[config.mk]
export PLATFORM = sky130hd
export DESIGN_NAME = c3lib_dbnc_filter
export DESIGN_NICKNAME = d
export VERILOG_FILES = /design/src/rtl/c3lib_dbnc_filter.sv
export SDC_FILE = /design/constraint.sdc
export NUM_CORES = 1
export LEC_CHECK = 0
export ABC_CLOCK_PERIOD_IN_PS = 2350
export CORE_MARGIN = 2
export CORE_UTILIZATION = 43
export DETAILED_ROUTE_END_ITERATION = 10
export GPL_TIMING_DRIVEN = 0
export PLACE_DENSITY = 0.71
export SLEW_MARGIN = 15
export SYNTH_ARGS = -nofsm -noshare
export SYNTH_HDL_FRONTEND = slang
export SYNTH_SLANG_ARGS = --single-unit
[constraint.sdc]
create_clock -name clk -period 2.35 [get_ports clk]
set_clock_uncertainty 0.15 [all_clocks]
set_input_delay 0.235 -clock clk [delete_from_list [all_inputs] [get_ports clk]]
set_output_delay 0.235 -clock clk [all_outputs]
set_load 0.02 [all_outputs]
[src/rtl/c3lib_dbnc_filter.sv]
`default_nettype none
// ============================================================================
//  Module      : c3lib_dbnc_filter
//  Description : Synchronizes an asynchronous level and only lets it through
//                after it has differed from the current output for
//                max(cfg_thresh,1) consecutive clock edges. Optional bypass
//                turns the block into a plain 2-flop synchronizer + output
//                register. Registered rise/fall pulses and a busy flag.
//  Revision    : 1.0 - initial release
// ============================================================================
module c3lib_dbnc_filter #(
    parameter int   CNT_WIDTH = 8,
    parameter logic RST_VAL   = 1'b0
) (
    input  logic                 clk,
    input  logic                 rst_n,
    input  logic                 in,
    input  logic [CNT_WIDTH-1:0] cfg_thresh,
    input  logic                 cfg_bypass,
    output logic                 out,
    output logic                 out_rise,
    output logic                 out_fall,
    output logic                 busy
);

    typedef enum logic [0:0] {
        ST_STABLE = 1'b0,
        ST_QUAL   = 1'b1
    } state_t;

    localparam logic [CNT_WIDTH-1:0] c_ONE = {{(CNT_WIDTH-1){1'b0}}, 1'b1};

    state_t               r_state;
    state_t               w_state_nxt;
    logic                 r_s1;
    logic                 r_s2;
    logic                 r_out;
    logic                 r_rise;
    logic                 r_fall;
    logic [CNT_WIDTH-1:0] r_cnt;
    logic [CNT_WIDTH-1:0] w_cnt_nxt;
    logic                 w_out_nxt;
    logic [CNT_WIDTH-1:0] w_thresh_eff;
    logic [CNT_WIDTH:0]   w_cnt_inc;

    // A zero threshold would never be reachable by cnt+1, so treat it as 1.
    assign w_thresh_eff = (cfg_thresh == '0) ? c_ONE : cfg_thresh;
    // One extra bit so cnt+1 cannot wrap even with an all-ones threshold.
    assign w_cnt_inc    = {1'b0, r_cnt} + {{CNT_WIDTH{1'b0}}, 1'b1};

    // Next-state / next-count / next-output decision from synchronized input.
    always_comb begin
        w_state_nxt = r_state;
        w_cnt_nxt   = r_cnt;
        w_out_nxt   = r_out;
        if (cfg_bypass) begin
            w_out_nxt   = r_s2;
            w_cnt_nxt   = '0;
            w_state_nxt = ST_STABLE;
        end else if (r_s2 != r_out) begin
            if (w_cnt_inc >= {1'b0, w_thresh_eff}) begin
                w_out_nxt   = r_s2;
                w_cnt_nxt   = '0;
                w_state_nxt = ST_STABLE;
            end else begin
                // cnt+1 < T <= 2^CNT_WIDTH-1 here, so the drop of the MSB is lossless.
                w_cnt_nxt   = w_cnt_inc[CNT_WIDTH-1:0];
                w_state_nxt = ST_QUAL;
            end
        end else begin
            // Candidate disappeared: abandon any partial qualification.
            w_cnt_nxt   = '0;
            w_state_nxt = ST_STABLE;
        end
    end

    // State register.
    always_ff @(posedge clk) begin
        if (!rst_n) begin
            r_state <= ST_STABLE;
        end else begin
            r_state <= w_state_nxt;
        end
    end

    // Synchronizer, qualification counter, output level and edge pulses.
    always_ff @(posedge clk) begin
        if (!rst_n) begin
            r_s1   <= RST_VAL;
            r_s2   <= RST_VAL;
            r_out  <= RST_VAL;
            r_cnt  <= '0;
            r_rise <= 1'b0;
            r_fall <= 1'b0;
        end else begin
            r_s1   <= in;
            r_s2   <= r_s1;
            r_out  <= w_out_nxt;
            r_cnt  <= w_cnt_nxt;
            r_rise <= w_out_nxt & ~r_out;
            r_fall <= ~w_out_nxt & r_out;
        end
    end

    assign out      = r_out;
    assign out_rise = r_rise;
    assign out_fall = r_fall;
    assign busy     = (r_state == ST_QUAL);

endmodule
`default_nettype wire

==> run_results.csv, run 1 <==
group,metric,value,unit
finish,drive_gt1_share,26.2,%
synthesis,synth_cells,80,
grt,grt_remaining_overflow,0,
power,power.leakage,0.500,nW
clocking,cts_inserted_buffers,3,
critical_path,required,2.38,ns
sta,worstMarginPinSlew,0.299,ns
synthesis,ys_seq_elements,14,
clocking,clk_latency,0.28,ns
sta,setup_violations,0,
route,drc,0,
floorplan,ios,16,
placement,finalWeightedCongestion,0.802,
sta,max_freq,0.428,GHz
worst_hold_path,hold_path_startpoint,"r_s1",
synthesis,synth_compound_area_share,8.56,%
clocking,cts_tree,"done",
route,viasPerCell,5.24,
sta,maxSlewViolCount,0,
sta,final.setup.worst_slack,0.0160,ns
flow_run,cap_violations,0,
clocking,path_clk_slew,0.09,ns
placement,portBuffers,15,
placement,placed_cell_area,917,µm²
floorplan,die_y,45.6,µm
critical_path,slowest_delay,0.37,ns
critical_path,path_depth,9,
grt,grt_pass1_wl,2.59,mm
synthesis,synth_top_family_by_area,"simple AND/OR/NAND/NOR gates",
synthesis,syn-num-nets,101,
grt,antenna_found_initial,0,
finish,finalNetCount,126,
route,drtIter0Drc,8,
critical_path,worstPathArrival,2.36,ns
critical_path,cp-start-kind,"register",
synthesis,synth_mux_area_share,1.34,%
clocking,root_buffer,"clkbuf_4",
critical_path,reg2regPathDepth,9,
clocking,clockBufferDepth,2,
synthesis,synthAdderAreaFrac,15.1,%
placement,numPlacedInstances,112,
synthesis,yosysUniqueCellTypes,23,
finish,num_antenna_cells,0,
route,dr_total_vias,629,
critical_path,reg2reg_slack,0.02,ns
clocking,htreeDepth,1,
power,vdd_drop_max,0.308,mV
floorplan,rows,15,
grt,grt_pass1_vias,646,
sta,rsz0062_at_grt,"true",
finish,finalNonFillerCells,120,
power,power,0.434,mW
critical_path,critical-path-top-delay-family,"compound AO/OA/AOI/OAI gates",
run_status,status,"finished, final reports clean",
critical_path,r2r-start,"r_cnt[1]",
grt,track_usage,17.7,%
sta,finalHoldViolations,0,
synthesis,yosysSeqAreaShare,37.6,%
floorplan,die_area,2080,µm²
finish,syn_to_final_growth,40.8,%
placement,dpl.hpwl,1.10,mm
route,wl,1.60,mm
grt,grt_max_degree,9,
sta,finalCritPeriodShare,99.3,%
critical_path,end_kind,"register",
critical_path,crit_buf_inv,0,
finish,fill_cells,141,
clocking,cts.sinks,14,
critical_path,critPathKind,"reg -> reg",
critical_path,crit_fanout,4,
route,wire_per_inst,13.3,µm
synthesis,avgSynthCellArea,9.32,µm²
placement,dpl_worst_slack,-0.628,ns
route,ant_nets,0,
critical_path,crit_path_top_delay_cell,"dfxtp_2",
clocking,hold_buffers,0,
route,firstDrtPassIters,2,
sta,finalHoldWorstSlack,0.299,ns
critical_path,crit_start,"r_cnt[1]",
synthesis,syn_area,746,µm²
synthesis,synth_warnings,0,
worst_hold_path,min_path_type,"reg -> reg",
floorplan,core,1670,µm²
sta,slew_headroom,79.9,%
floorplan,initial_core_util,44.6,%
worst_hold_path,hold_depth,1,
power,pwr_density_cell,413,nW/µm²
synthesis,synth_xor_xnor_area_share,8.22,%
synthesis,synth_simple_gate_area_share,24.7,%
floorplan,dieWidth,45.6,µm
sta,period_needed,2.33,ns
critical_path,worstPathCellList,"ha_4 > nand2_2 > nor2_2 > xor2_1 > ha_1 > a21oi_2 > o221ai_2 > a211oi_2 > and4bb_2",
finish,finalInstanceArea,1050,µm²
## placed cells by master, fill, tap and decap left out, types with 2 or more instances in the layout
master	n
nand3_1	2
ha_1	8
nand2_1	6
inv_2	2
and4bb_2	2
clkdlybuf4s50_1	9
inv_1	7
nand3_2	2
dlymetal6s2s_1	3
dfxtp_1	11
nor2_1	4
nor2b_1	6
buf_4	5
clkdlybuf4s15_1	2
clkbuf_4	3
dfxtp_2	3
xor2_1	5
and2_1	3
xnor2_1	2
## path summary, 6_finish.rpt
check | endpoint
min reg2reg | r_s2
max reg2reg | out_rise
max | out_rise
min | r_s2
## power breakdown
| part | internal (mW) | switching [mW] | total (mW) | leakage [nW] |
|---|---|---|---|---|
| combinational | 0.0309 | 0.0238 | 0.0547 | 0.371 |
| sequential | 0.240 | 0.00201 | 0.242 | 0.115 |
| clock | 0.0594 | 0.0776 | 0.137 | 0.0138 |
## cell families after synthesis
logic type,after synthesis
buffers and inverters,9
adder cells (fa/ha/maj),9
multiplexers,1
XOR/XNOR,7
AND/OR/NAND/NOR,32
flip-flops,14
AO/OA/AOI/OAI,8
## Yosys cell counts
| library cell | number | area, µm² |
|---|---|---|
| a211oi_1 | 1 | 7.51 |
| o211ai_1 | 1 | 7.51 |
| ha_1 | 9 | 113 |
| nor3_1 | 2 | 10.0 |
| nand2b_4 | 1 | 13.8 |
| and4bb_2 | 2 | 25.0 |
| a21oi_1 | 2 | 10.0 |
| inv_1 | 9 | 33.8 |
| mux2i_1 | 1 | 10.0 |
| and2_1 | 3 | 18.8 |
| o221ai_1 | 1 | 8.76 |
| nor4_1 | 1 | 6.26 |
| and3_2 | 1 | 7.51 |
| xor2_1 | 5 | 43.8 |
| nand2_1 | 7 | 26.3 |
| nand3_1 | 4 | 20.0 |
| xnor2_1 | 2 | 17.5 |
| a41o_1 | 1 | 10.0 |
| nor2b_1 | 6 | 37.5 |
| nor2_1 | 5 | 18.8 |
| dfxtp_1 | 14 | 280 |
| a211o_1 | 1 | 8.76 |
| a2111o_1 | 1 | 11.3 |
## per-layer routing
layer  up-vias  GRT usage [%]  routed length, µm
li1        326              -                  -
met1       286           17.6                661
met2        11           31.8                845
met3         6           6.35                 58
met4         0           8.82                 36
met5         -              0                  0
## final cells by class
class                           count  area [µm²]  area share [%]
Multi-Input combinational cell     57         494            47.1
Sequential cell                    14         284            27.1
Timing Repair Buffer               20         194            18.5
Inverter                            9        33.8            3.22
Clock buffer                        3        22.5            2.15
Tap cell                           17        21.3            2.03
## flip-flops by register name, summed over array words and instances, names as in the netlist
name	flops
r_s2	1
busy	1
r_cnt	8
out	1
out_rise	1
r_s1	1
out_fall	1
## per-stage QoR
| step | util, % | TNS [ns] |
|---|---|---|
| after floorplan | - | 0 |
| after global placement | 54.9 | -6.46 |
| after detailed placement | 54.9 | -6.46 |
| after CTS | 60.0 | 0 |
| after global routing | 62.8 | -0.598 |
| final | 62.8 | 0 |
## timing repair
item	in CTS	in global routing
pin swaps	9	7
resized for setup	14	11
buffers inserted	2	3
endpoints found under the setup margin	12	11
Power figures use the tool's default switching activity.
==> run 2: changes to the inputs <==
==> config.mk (replaced) <==
export PLATFORM = sky130hd
export DESIGN_NAME = c3lib_dbnc_filter
export DESIGN_NICKNAME = d
export VERILOG_FILES = /design/src/rtl/c3lib_dbnc_filter.sv
export SDC_FILE = /design/constraint.sdc
export NUM_CORES = 1
export LEC_CHECK = 0
export ABC_CLOCK_PERIOD_IN_PS = 1920
export CORE_MARGIN = 2
export CORE_UTILIZATION = 30
export DETAILED_ROUTE_END_ITERATION = 10
export GPL_TIMING_DRIVEN = 0
export PLACE_DENSITY = 0.53
export SLEW_MARGIN = 10
export SYNTH_ARGS = -nofsm -noshare
export SYNTH_HDL_FRONTEND = slang
export SYNTH_SLANG_ARGS = --single-unit
==> constraint.sdc (replaced) <==
create_clock -name clk -period 1.92 [get_ports clk]
set_clock_uncertainty 0.15 [all_clocks]
set_input_delay 0.192 -clock clk [delete_from_list [all_inputs] [get_ports clk]]
set_output_delay 0.192 -clock clk [all_outputs]
set_load 0.02 [all_outputs]
==> run_results.csv, run 2 (synthesis gave the netlist of run 1 again) <==
group,metric,value,unit
run_status,status,"finished with violations",
run_status,violations,"setup timing",
grt,track_usage,13.5,%
route,drc,0,
finish,final_common_cell,"clkdlybuf4s50_1",
grt,antenna_found_initial,0,
finish,layout_common_cells,"clkdlybuf4s50_1 (10), inv_1 (8), ha_1 (7), dfxtp_1 (7)",
placement,finalWeightedCongestion,0.791,
sta,maxSlewViolCount,0,
finish,fill_cells,242,
clocking,clockBufferDepth,2,
floorplan,die_area,2900,µm²
placement,portBuffers,15,
route,dr_total_vias,646,
clocking,clk_latency,0.28,ns
flow_run,cap_violations,0,
clocking,path_clk_slew,0.09,ns
power,pwr_density_cell,496,nW/µm²
floorplan,ios,16,
route,wire_per_inst,12.4,µm
route,drtIter0Drc,2,
power,power,0.573,mW
critical_path,worstPathArrival,2.30,ns
clocking,htreeDepth,1,
finish,finalNetCount,127,
grt,grt_max_degree,9,
route,firstDrtPassIters,4,
power,vdd_drop_max,0.392,mV
finish,syn_to_final_growth,54.9,%
placement,dpl_worst_slack,-0.851,ns
finish,regMostFlops,"r_cnt",
placement,dpl.hpwl,1.20,mm
critical_path,required,1.98,ns
floorplan,rows,18,
route,wl,1.68,mm
grt,grt_pass1_vias,672,
sta,finalCritPeriodShare,117,%
sta,period_needed,2.24,ns
clocking,hold_buffers,0,
sta,finalHoldViolations,0,
critical_path,end_kind,"register",
power,power.leakage,0.547,nW
sta,slew_headroom,77.7,%
floorplan,core,2410,µm²
critical_path,critPathKind,"reg -> reg",
sta,final.setup.worst_slack,-0.320,ns
grt,grt_remaining_overflow,0,
sta,setup_violations,12,
critical_path,crit_fanout,3,
clocking,cts_tree,"done",
floorplan,die_y,53.9,µm
floorplan,dieWidth,53.9,µm
sta,max_freq,0.446,GHz
placement,placed_cell_area,972,µm²
clocking,root_buffer,"clkbuf_4",
floorplan,initial_core_util,30.9,%
sta,worstMarginPinSlew,0.332,ns
finish,num_antenna_cells,0,
critical_path,cp-start-kind,"register",
finish,largest_reg_flops,8,
route,viasPerCell,4.79,
finish,finalInstanceArea,1150,µm²
grt,grt_pass1_wl,2.81,mm
finish,drive_gt1_share,38.1,%
route,ant_nets,0,
sta,rsz0062_at_grt,"true",
worst_hold_path,min_path_type,"reg -> reg",
clocking,cts.sinks,14,
clocking,cts_inserted_buffers,3,
run 2: stage by stage:
stage | cells | hold WS [ns] | TNS, ns | utilization [%]
floorplan | 80 | 0.164 | -1.84 | -
global placement | 125 | 0.270 | -10.03 | 40.3
detailed placement | 125 | 0.274 | -9.86 | 40.3
CTS | 135 | 0.296 | -3.68 | 44.6
global route | 135 | 0.311 | -5.12 | 47.9
finish | 135 | 0.290 | -3.46 | 47.9
run 2: final timing paths:
kind / cells after the start / slack (ns) / from / end
hold / removal: 1 / 0.29 / r_s1 / r_s2
setup reg to reg: 10 / -0.32 / r_cnt[1] / out
hold reg to reg: 1 / 0.29 / r_s1 / r_s2
setup / recovery: 10 / -0.32 / r_cnt[1] / out
run 2: cell type report:
class	instances	area [µm²]	share of cell area [%]
Sequential cell	14	297	25.7
Clock buffer	4	36.3	3.14
Multi-Input combinational cell	57	562	48.6
Tap cell	30	37.5	3.25
Inverter	9	33.8	2.93
Timing Repair Buffer	21	189	16.4
run 2: report_power, final:
part	internal, mW	switching (mW)
Sequential	0.290	0.00304
Clock	0.115	0.0989
Combinational	0.0377	0.0278
Total	0.443	0.130
run 2: metal layers:
metal,track usage [%],up-vias,wire (µm),part of all wire (%)
met5,0,-,0,0
met4,2.99,0,26,1.6
met3,6.94,4,114,6.8
met2,23.6,17,872,52
met1,14.5,301,663,40
li1,-,324,-,-
run 2: repair_timing:
action,in CTS,in global routing
gates resized for setup,13,17
pin swaps,14,15
buffers inserted,6,0
endpoints found under the setup margin,12,12
run 2: worst max-delay path, cell delays in order, from the launching register on:
cell and delay, ns:
dfxtp_4 0.39, ha_4 0.17, nand2_4 0.06, nor2_4 0.12, xor2_2 0.19, ha_4 0.23, a21oi_2 0.14, o221ai_2 0.13
a211oi_2 0.22, buf_4 0.17, mux2i_1 0.19
==> run 3: changes to the inputs <==
--- a/config.mk
+++ b/config.mk
@@ -9,8 +9,9 @@
 export CORE_MARGIN = 2
 export CORE_UTILIZATION = 30
 export DETAILED_ROUTE_END_ITERATION = 10
+export GPL_ROUTABILITY_DRIVEN = 1
 export GPL_TIMING_DRIVEN = 0
-export PLACE_DENSITY = 0.53
+export PLACE_DENSITY = 0.66
 export SLEW_MARGIN = 10
 export SYNTH_ARGS = -nofsm -noshare
 export SYNTH_HDL_FRONTEND = slang
==> run_results.csv, run 3 (synthesis gave the netlist of run 1 again) <==
group,metric,value,unit
grt,grt_pass1_wl,2.82,mm
critical_path,end_kind,"register",
route,firstDrtPassIters,3,
critical_path,reg2reg_slack,-0.39,ns
floorplan,dieWidth,53.9,µm
finish,layout_common_cells,"dfxtp_1 (9), clkdlybuf4s50_1 (9), inv_1 (8), ha_1 (8)",
finish,multi_input_area,510,µm²
clocking,clk_latency,0.28,ns
critical_path,critical-path-top-delay-family,"compound AO/OA/AOI/OAI gates",
finish,fin_util,44.2,%
floorplan,die_y,53.9,µm
floorplan,die_area,2900,µm²
critical_path,worstPathCellList,"ha_4 > nand2_2 > nor2_2 > xor2_1 > ha_1 > a21oi_2 > o221ai_2 > a211oi_2 > buf_4 > mux2i_1",
critical_path,crit_path_top_delay_cell,"dfxtp_4",
critical_path,required,1.99,ns
clocking,htreeDepth,1,
clocking,cts_tree,"done",
critical_path,reg2regPathDepth,10,
power,vdd_drop_max,0.351,mV
critical_path,r2r-start,"r_cnt[0]",
finish,seq_area,289,µm²
power,pwr_density_cell,543,nW/µm²
critical_path,crit_fanout,4,
sta,slew_headroom,75.8,%
floorplan,core,2410,µm²
critical_path,crit_start,"r_cnt[0]",
placement,portBuffers,15,
grt,grt_max_degree,9,
sta,maxSlewViolCount,0,
critical_path,timing.rr.end,"out",
sta,finalCritPeriodShare,120,%
critical_path,endpoint,"out",
critical_path,crit_buf_inv,1,
power,power.leakage,0.496,nW
run_status,status,"finished with violations",
finish,finalNetCount,123,
sta,final.setup.worst_slack,-0.387,ns
placement,finalWeightedCongestion,0.761,
clocking,root_buffer,"clkbuf_4",
route,wl,1.57,mm
sta,setup_violations,12,
critical_path,worstPathArrival,2.38,ns
route,viasPerCell,4.84,
sta,worstMarginPinSlew,0.360,ns
clocking,clockBufferDepth,2,
route,wire_per_inst,12.0,µm
grt,grt_pass1_vias,672,
clocking,cts.sinks,14,
route,dr_total_vias,634,
sta,finalHoldWorstSlack,0.289,ns
finish,regMostFlops,"r_cnt",
sta,rsz0062_at_grt,"true",
grt,track_usage,13.9,%
sta,max_freq,0.434,GHz
worst_hold_path,min_path_type,"reg -> reg",
route,drtIter0Drc,3,
floorplan,rows,18,
run_status,violations,"setup timing",
floorplan,initial_core_util,30.9,%
sta,finalHoldViolations,0,
grt,grt_remaining_overflow,0,
placement,dpl.hpwl,1.22,mm
placement,dpl_worst_slack,-0.890,ns
finish,syn_to_final_growth,42.8,%
critical_path,slowest_delay,0.38,ns
critical_path,path_depth,10,
route,drc,0,
critical_path,cp-start-kind,"register",
finish,num_antenna_cells,0,
grt,antenna_found_initial,0,
critical_path,critPathKind,"reg -> reg",
finish,drive_gt1_share,28.7,%
route,ant_nets,0,
flow_run,cap_violations,0,
floorplan,ios,16,
clocking,hold_buffers,0,
finish,fill_cells,244,
clocking,cts_inserted_buffers,3,
sta,period_needed,2.31,ns
clocking,path_clk_slew,0.09,ns
finish,largest_reg_flops,8,
[run 3: area by class of cell]
cell class              instances  share of cell area [%]
repair buffers                 17                    14.8
clock buffers                   4                    3.41
multi-input cells              57                    47.9
well taps                      30                    3.53
flip-flops and latches         14                    27.1
inverters                       9                    3.17
[run 3: power breakdown]
part / switching [mW] / internal [mW] / leakage, nW
Combinational: 0.0282 / 0.0365 / 0.359
Clock: 0.102 / 0.115 / 0.0210
Sequential: 0.00299 / 0.293 / 0.116
Total: 0.133 / 0.445 / 0.496
[run 3: layer usage]
layer  wire length (µm)  global-route usage [%]
met1                633                    15.6
met2                828                    23.8
met3                 64                    3.33
met4                 46                    8.12
met5                  0                       0
[run 3: worst min-delay path by stage]
stage	start	endpoint	slack, ns	cells past startpoint
floorplan	rst_n	r_s1	0.16	1
global placement	r_s1	r_s2	0.28	1
detailed placement	r_s1	r_s2	0.28	1
CTS	r_s1	r_s2	0.30	1
global route	r_s1	r_s2	0.32	1
finish	r_s1	r_s2	0.29	1
[run 3: per-stage QoR]
stage / setup TNS [ns] / area [µm²] / cells / power [mW]
after detailed placement: -10.31 / 972 / 125 / 0.365
final: -4.01 / 1060 / 131 / 0.578
after floorplan: -1.84 / 785 / 80 / 0.331
after global routing: -5.70 / 1060 / 131 / 0.612
after global placement: -10.09 / 972 / 125 / 0.363
after CTS: -3.84 / 1050 / 131 / 0.586
[run 3: repair_timing]
item	in CTS	in global routing
pin swaps	16	8
setup endpoints to repair	12	12
resized for setup	15	2
hold endpoints to repair	0	0
setup buffers	2	0
==> RTL change (settings of run 3) <==
The output `out_fall` loses its register stage (`r_fall` becomes a continuous assignment).
--- a/src/rtl/c3lib_dbnc_filter.sv
+++ b/src/rtl/c3lib_dbnc_filter.sv
@@ -92,5 +92,4 @@
             r_cnt  <= '0;
             r_rise <= 1'b0;
-            r_fall <= 1'b0;
         end else begin
             r_s1   <= in;
@@ -99,7 +98,8 @@
             r_cnt  <= w_cnt_nxt;
             r_rise <= w_out_nxt & ~r_out;
-            r_fall <= ~w_out_nxt & r_out;
         end
     end
+
+    assign r_fall = ~w_out_nxt & r_out;
 
     assign out      = r_out;
Behaviour: not the same (a bounded check fails within 4 cycles, from zero or initial values and one cycle with rst_n low).
==> RTL change against run 3 <==
The flow still finishes with violations (setup timing). Global-route usage shrank 1.7 points. Setup slack lost 0.33 ns. Area after synthesis grew 3.0%. Highest routed layer unchanged. Final area grew 5.9%. Largest power group unchanged. Register-to-register slack lost 0.14 ns. Total power shrank 12%. Cell count grew 1.5%. Wire length shrank 2.2%. Via count shrank 2.1%. Combinational power grew 13%. Sequential cell count shrank 1.
==> RTL change: results (changes against run 3) <==
| Metric | Value |
|---|---|
| CTS root buf | `clkbuf_4` |
| Via density per instance | `4.67 (-3.5%)` |
| Slew margin rel. | `69.9% (-5.9 points)` |
| Post-place setup slack | `-1.09 ns (-0.195 ns)` |
| Met3 wire length | `87 um (+36%)` |
| First-pass GRT wire length | `2640 um (-6.6%)` |
| Routability Congestion | `0.733 (-3.7%)` |
| Most frequent cells after synthesis | `dfxtp_1, ha_1, inv_1, nor3b_2, nand2_1` |
| Slowest cell on crit path | `dfxtp_4` |
| Wl on met1 | `704 um (+11%)` |
| Status | `complete, but fails checks` |
| Max Root-Sink Buffers | `2 (unchanged)` |
| HPWL Detailed | `1140 um (-6.8%)` |
| Synth unique cells | `28 (+22%)` |
| Post-DP Area | `971 um^2 (-0.13%)` |
| Synth top area cells | `dfxtp_1, ha_1, nor3b_2` |
| Failing checks | `setup timing` |
| Worst VDD drop | `0.372 mV (+6.0%)` |
| Placed insts | `120 (-4.0%)` |
| Largest net degree at the start of global routing | `10 (+1)` |
| Hold WS | `0.290 ns (+0.000635 ns)` |
| Largest Register | `r_cnt` |
| FILL cells | `233 (-4.5%)` |
| Synth Warn # | `0 (unchanged)` |
| Worst Setup Slack, final | `-0.717 ns (-0.331 ns)` |
| Post-DR wirelength/cell | `11.6 um (-3.7%)` |
| Routed wire length | `1540 um (-2.2%)` |
| Num CTS Buffers | `3 (unchanged)` |
| Syn_nets | `96 (-5.0%)` |
| Post-Synth XOR/XNOR Area | `7.98% (-0.24 points)` |
| Hold Crit Class | `reg -> reg` |
| Setup_tns | `-6.30 ns (-2.29 ns)` |
| Adder-cell share of the synthesized area | `14.7% (-0.44 points)` |
| Psw | `112 uW (-16%)` |
| Setup-violating endpoint count in the final report | `12 (unchanged)` |
| Max FFs per register | `8 (unchanged)` |
| Proportion of synthesized area in mux cells | `1.30% (-0.039 points)` |
| Data arrival, critical path | `2.30 ns (-0.08 ns)` |
| Sequential area share after synthesis | `33.9% (-3.7 points)` |
| All-layer global routing usage | `12.2% (-1.7 points)` |
| Layout cell share with drive strength beyond 1 | `39.8% (+11 points)` |
| Pleak | `0.494 nW (-0.45%)` |
| Clk_lat worst skew | `0.26 ns (-0.02 ns)` |
| Syn-to-layout area delta | `46.7%` |
| Compound-Gate Fraction of Synth Area | `10.4% (+1.9 points)` |
| Flop-to-flop setup slack | `-0.53 ns (-0.14 ns)` |
| CP max FO | `4 (unchanged)` |
| Post-Syn Area per Cell | `10.2 um^2 (+9.9%)` |
| Clk slew on worst S/H paths | `0.07 ns (-0.02 ns)` |
| Input/output buffers | `15 (unchanged)` |
| Metal2 WL | `736 um (-11%)` |
## RTL change: cell types whose count changed after synthesis, sizes merged, moves of 2 or more
cell / delta
nor2b: -6
xor2: -2
nor3b: +7
a21oi: -2
nand2: -2
nor2: -3
xnor2: +2
and4bb: -2
nand3: -2
## RTL change: cell families (layout without fill, tap and decap cells)
family | after synthesis | count (layout)
xor+xnor | 7 | 7
flops | 13 | 13
buf+inv | 9 | 37
simple gates | 27 | 27
fa+ha+maj | 9 | 9
mux | 1 | 1
compound gates | 9 | 9
## RTL change: power by group through the flow
stage | registers [mW] | logic [mW] | clock network [mW]
after global placement | 0.282 | 0.0638 | 0
final | 0.274 | 0.0733 | 0.159
after global routing | 0.274 | 0.0808 | 0.181
after detailed placement | 0.283 | 0.0649 | 0
after floorplan | 0.284 | 0.0299 | 0
after CTS | 0.275 | 0.0727 | 0.167
## RTL change: final timing paths
kind	start	to	depth (start not counted)
worst max-delay path	r_cnt[2]	out_fall	9
worst min-delay path	r_s1	r_s2	1
worst max register to register	r_cnt[2]	r_cnt[4]	11
worst min register to register	r_s1	r_s2	1
## RTL change: layout make-up
class	instances	area share [%]
multi-input combinational	53	46.7
buffer	1	0.999
sequential	13	24.2
clock buffer	4	2.33
timing repair buffer	24	19.8
tap	30	3.33
inverter	8	2.66
## RTL change: per-layer routing
metal	vias to the layer above	track usage (%)
li1	325	-
met1	278	14.2
met2	16	21.6
met3	2	2.19
met4	0	5.00
met5	-	0
## RTL change: what timing repair did
action                     in CTS  in global routing
pin swaps                      10                 12
gates resized for setup        15                  6
setup endpoints to repair      12                 12
hold endpoints to repair        0                  0
buffers inserted                7                  1
gates cloned                    1                  0
